==> src/rtl/seg_scan_capture.sv <==
`default_nettype none
// ============================================================================
// seg_scan_capture : seven-segment scan-bus monitor, decodes stable glyphs
// Revision 1.0
// ============================================================================
module seg_scan_capture #(
    parameter int N_DIGITS      = 4,
    parameter int STABLE_CYCLES = 4,
    parameter int CNT_W         = 4
) (
    input  logic                  clk,
    input  logic                  rst,
    input  logic [N_DIGITS-1:0]   an,
    input  logic [6:0]            seg,
    input  logic                  clr_err,
    output logic [4*N_DIGITS-1:0] digits,
    output logic [N_DIGITS-1:0]   valid,
    output logic                  frame_done,
    output logic                  glyph_err
);

    localparam logic [CNT_W-1:0] c_STABLE = CNT_W'(STABLE_CYCLES);
    localparam logic [CNT_W-1:0] c_PRE    = CNT_W'(STABLE_CYCLES - 1);
    localparam logic [6:0]       c_BLANK  = 7'h7F;

    logic [N_DIGITS-1:0]   r_s1_an;
    logic [6:0]            r_s1_seg;
    logic [N_DIGITS-1:0]   r_held_an;
    logic [6:0]            r_held_seg;
    logic [CNT_W-1:0]      r_cnt;
    logic [4*N_DIGITS-1:0] r_digits;
    logic [N_DIGITS-1:0]   r_valid;
    logic                  r_frame_done;
    logic                  r_glyph_err;

    logic [N_DIGITS-1:0]   w_low;
    logic                  w_sel;
    logic                  w_match;
    logic                  w_commit;
    logic                  w_legal;
    logic                  w_blank;
    logic [3:0]            w_nib;

    // Selectable means exactly one anode low: non-zero and a power of two.
    assign w_low    = ~r_s1_an;
    assign w_sel    = (w_low != '0) && ((w_low & (w_low - 1'b1)) == '0);
    assign w_match  = ({r_s1_an, r_s1_seg} == {r_held_an, r_held_seg});
    assign w_commit = w_sel && w_match && (r_cnt == c_PRE);
    assign w_blank  = (r_s1_seg == c_BLANK);

    always_comb begin
        w_nib   = 4'h0;
        w_legal = 1'b1;
        case (r_s1_seg)
            7'h40:   w_nib = 4'h0;
            7'h79:   w_nib = 4'h1;
            7'h24:   w_nib = 4'h2;
            7'h30:   w_nib = 4'h3;
            7'h19:   w_nib = 4'h4;
            7'h12:   w_nib = 4'h5;
            7'h02:   w_nib = 4'h6;
            7'h78:   w_nib = 4'h7;
            7'h00:   w_nib = 4'h8;
            7'h10:   w_nib = 4'h9;
            7'h08:   w_nib = 4'hA;
            7'h03:   w_nib = 4'hB;
            7'h46:   w_nib = 4'hC;
            7'h21:   w_nib = 4'hD;
            7'h06:   w_nib = 4'hE;
            7'h0E:   w_nib = 4'hF;
            default: w_legal = 1'b0;
        endcase
    end

    always_ff @(posedge clk or posedge rst) begin
        if (rst) begin
            r_s1_an    <= '0;
            r_s1_seg   <= '0;
            r_held_an  <= '0;
            r_held_seg <= '0;
            r_cnt      <= '0;
        end else begin
            r_s1_an  <= an;
            r_s1_seg <= seg;
            if (w_sel && w_match) begin
                if (r_cnt != c_STABLE) begin
                    r_cnt <= r_cnt + CNT_W'(1);
                end
            end else if (w_sel) begin
                r_held_an  <= r_s1_an;
                r_held_seg <= r_s1_seg;
                r_cnt      <= CNT_W'(1);
            end else begin
                r_cnt <= '0;
            end
        end
    end

    // At commit s1 equals the held pattern, so the low anode is the slot one-hot.
    always_ff @(posedge clk or posedge rst) begin
        if (rst) begin
            r_digits     <= '0;
            r_valid      <= '0;
            r_frame_done <= 1'b0;
            r_glyph_err  <= 1'b0;
        end else begin
            r_frame_done <= w_commit && w_low[N_DIGITS-1];
            for (int i = 0; i < N_DIGITS; i++) begin
                if (w_commit && w_low[i]) begin
                    if (w_legal) begin
                        r_digits[4*i +: 4] <= w_nib;
                        r_valid[i]         <= 1'b1;
                    end else if (w_blank) begin
                        r_valid[i] <= 1'b0;
                    end
                end
            end
            if (w_commit && !w_legal && !w_blank) begin
                r_glyph_err <= 1'b1;
            end else if (clr_err) begin
                r_glyph_err <= 1'b0;
            end
        end
    end

    assign digits     = r_digits;
    assign valid      = r_valid;
    assign frame_done = r_frame_done;
    assign glyph_err  = r_glyph_err;

endmodule
`default_nettype wire

==> config.mk <==
export PLATFORM = sky130hd
export DESIGN_NAME = seg_scan_capture
export DESIGN_NICKNAME = d
export VERILOG_FILES = /design/src/rtl/seg_scan_capture.sv
export SDC_FILE = /design/constraint.sdc
export NUM_CORES = 1
export LEC_CHECK = 0
export ABC_AREA = 0
export CAP_MARGIN = 15
export CORE_MARGIN = 3
export CORE_UTILIZATION = 54
export DETAILED_ROUTE_END_ITERATION = 8
export PLACE_DENSITY = 0.76
export SLEW_MARGIN = 20
export SYNTH_ARGS = -nofsm -noshare
export SYNTH_HDL_FRONTEND = slang
export SYNTH_SLANG_ARGS = --single-unit
==> constraint.sdc <==
create_clock -name clk -period 3 [get_ports clk]
set_input_delay 0.45 -clock clk [delete_from_list [all_inputs] [get_ports clk]]
set_output_delay 0.45 -clock clk [all_outputs]
set_load 0.005 [all_outputs]
==> results.py <==
metrics = {
    "power": {
        "switchingPower_mw": 0.330,
        "p_comb_frac": 0.127,
        "p_per_area_nw_per_um2": 444,
        "internal_power_mw": 0.936,
        "ir_drop_mv": 0.345,
        "p_clk_frac": 0.289,
        "p_leak_nw": 1.17,
        "swShare": 0.261,
        "p_seq_frac": 0.584,
        "total_power_mw": 1.27,
    },
    "logic_synthesis": {
        "syn-num-nets": 225,
        "syn_area_per_cell_um2": 11.6,
        "synth-edff-count": 0,
        "yosys.cell_types.count": 50,
        "yosys_register_bits": 48,
        "synth_warnings": 0,
        "synthCells": 209,
        "post_synth_instance_area_um2": 2430,
        "synthFlopType": "dfrtp_1",
        "async_flop_share": 1.00,
        "yosysSeqAreaShare": 0.494,
    },
    "global_route": {
        "grt_use_total": 0.202,
        "grt_pass1_wl_um": 8290,
        "antenna_found_initial": 0,
        "globalRoute.totalOverflow": 0,
        "grt_pass1_vias": 1694,
        "grt_start_max_net_pins": 49,
    },
    "clocking": {
        "numCtsBuffers": 5,
        "htreeDepth": 2,
        "cts_tree": "done",
        "clk_latency_ns": 0.30,
        "cts.sinks": 48,
        "path_clk_slew_ns": 0.09,
        "postCtsSetupRepairBufs": 0,
        "cts_repair_resize_count": 0,
        "ctsLongestPathBuffers": 2,
        "ctsHoldBuffers": 0,
        "cts_root_buf": "clkbuf_8",
    },
    "worst_setup_path": {
        "cp_cell_sequence": "nor2b_1 -> nor4b_1 -> a32oi_1 -> a311oi_4 -> mux2_2",
        "worstSetupPathType": "flip-flop to flip-flop",
        "critPathArrivalTime_ns": 2.74,
        "crit_slowest_cell": "dfrtp_1",
        "worstPathRequired_ns": 3.19,
        "end_kind": "flip-flop",
        "r2r_setup_slack_ns": 0.45,
        "worstSetupStartpointType": "flip-flop",
        "crit_path_max_fanout": 12,
        "r2r_cells": 5,
        "max_stage_delay_ns": 0.56,
    },
    "place": {
        "dp_slack_ns": 0.504,
        "dp_cells": 280,
        "portBuffers": 35,
        "placed_area_um2": 2770,
        "place.gp.congestion": 0.980,
        "dp_hpwl_um": 3620,
    },
    "run_status": {
        "status": "complete, no violations",
    },
    "die": {
        "die-width_um": 73.1,
        "io_pins": 36,
        "die-area_um2": 5350,
        "core_um2": 4170,
        "num_rows": 23,
        "start_util": 0.583,
        "die_y_um": 73.1,
    },
    "timing": {
        "hold_violations": 0,
        "post-route-min-period_ns": 2.55,
        "hold_ws_ns": 0.495,
        "tns_ns": 0,
        "finalCritPeriodShare": 0.850,
        "skew_ns": 0.00537,
        "tightest_slew_ns": 0.985,
        "setup_violations": 0,
        "rsz0062_at_grt": "no",
        "slew_headroom": 0.341,
        "report.final.slew_viol_count": 0,
        "worst_slack_ns": 0.449,
        "max_freq_mhz": 392,
    },
    "layout": {
        "final_nets": 253,
        "fin_util": 0.683,
        "final_common_cell": "dfrtp_1",
        "fin_area_um2": 2850,
        "antenna_cells": 0,
        "drive_gt1_frac": 0.152,
        "mostFrequentLayoutCells": "dfrtp_1, clkdlybuf4s50_1, mux2_2",
        "final_cells": 287,
        "area_delta_synth_final_pct": 17.1,
    },
    "detailed_routing": {
        "vias": 1727,
        "antenna_left": 0,
        "via_per_inst": 6.02,
        "drc": 0,
        "firstDrtPassIters": 4,
        "wl_per_cell_um": 17.2,
        "drt-initial-drc-count": 116,
        "drt-total-wl_um": 4920,
    },
    "worst_hold_path": {
        "whs_path_depth": 1,
        "min_path_type": "flip-flop to flip-flop",
    },
    "run": {
        "max_cap_violations": 0,
    },
}
-- path summary, 6_finish.rpt --
kind | start | to
min | valid[3] | valid[3]
max reg2reg | r_s1_seg[5] | digits[9]
min in group asynchronous | rst | valid[3]
max | r_s1_seg[5] | digits[9]
min reg2reg | valid[3] | valid[3]
max in group asynchronous | rst | digits[5]
-- sequential cells by signal, indices dropped and copies added, names as in the netlist --
name        cells
frame_done      1
r_cnt           4
digits         16
r_held_an       4
r_s1_seg        7
r_s1_an         4
r_held_seg      7
glyph_err       1
valid           4
-- synthesized netlist by cell type (5+ instances only) --
cell type | n | area, um2
clkbuf_1 | 6 | 22.5
dfrtp_1 | 48 | 1200
inv_1 | 15 | 56.3
mux2_2 | 17 | 191
nand2b_1 | 5 | 31.3
nand3_1 | 7 | 35.0
nand4_1 | 8 | 50.1
nor2_1 | 9 | 33.8
o21ai_0 | 7 | 35.0
xnor2_1 | 12 | 105
-- kinds of logic (layout without fill, tap and decap cells) --
logic type                 after synthesis  in the layout  synth area share
adders and majority gates                2              2            0.0103
and+or+nand+nor                         54             54             0.137
AOI/OAI and AO/OA                       39             39             0.144
xor gates and xnor gates                14             14            0.0535
muxes                                   22             22             0.102
buffers and inverters                   30             58            0.0586
DFF                                     48             48             0.494
-- critical path: cells and delay by family, from the launching register on --
family | cells | cell delay (ns)
mux | 1 | 0.38
flops | 1 | 0.56
simple gates | 2 | 0.62
compound gates | 2 | 0.88
-- power groups by stage --
stage | logic, mW | registers (mW) | clock network, mW
floorplan | 0.145 | 0.725 | 0
global placement | 0.158 | 0.749 | 0
detailed placement | 0.163 | 0.752 | 0
CTS | 0.164 | 0.739 | 0.377
global route | 0.178 | 0.747 | 0.406
finish | 0.161 | 0.739 | 0.365
-- per-layer routing --
| layer | global-route usage | routed length [um] | vias up | part of all wire |
|---|---|---|---|---|
| met5 | 0 | 0 | - | 0 |
| met4 | 0.0615 | 70 | 0 | 0.014 |
| met3 | 0.0455 | 309 | 7 | 0.063 |
| met2 | 0.328 | 2490 | 65 | 0.50 |
| met1 | 0.270 | 2060 | 841 | 0.42 |
| li1 | - | - | 814 | - |
-- cell type report --
cell class,instances,area (um2)
Inverter,15,56.3
Multi-Input combinational cell,131,1090
Fill cell,306,1320
Tap cell,50,62.6
Sequential cell,48,1200
Clock buffer,5,68.8
Clock inverter,2,12.5
Timing Repair Buffer,36,358
No activity file was read; power rests on OpenSTA's default activity.
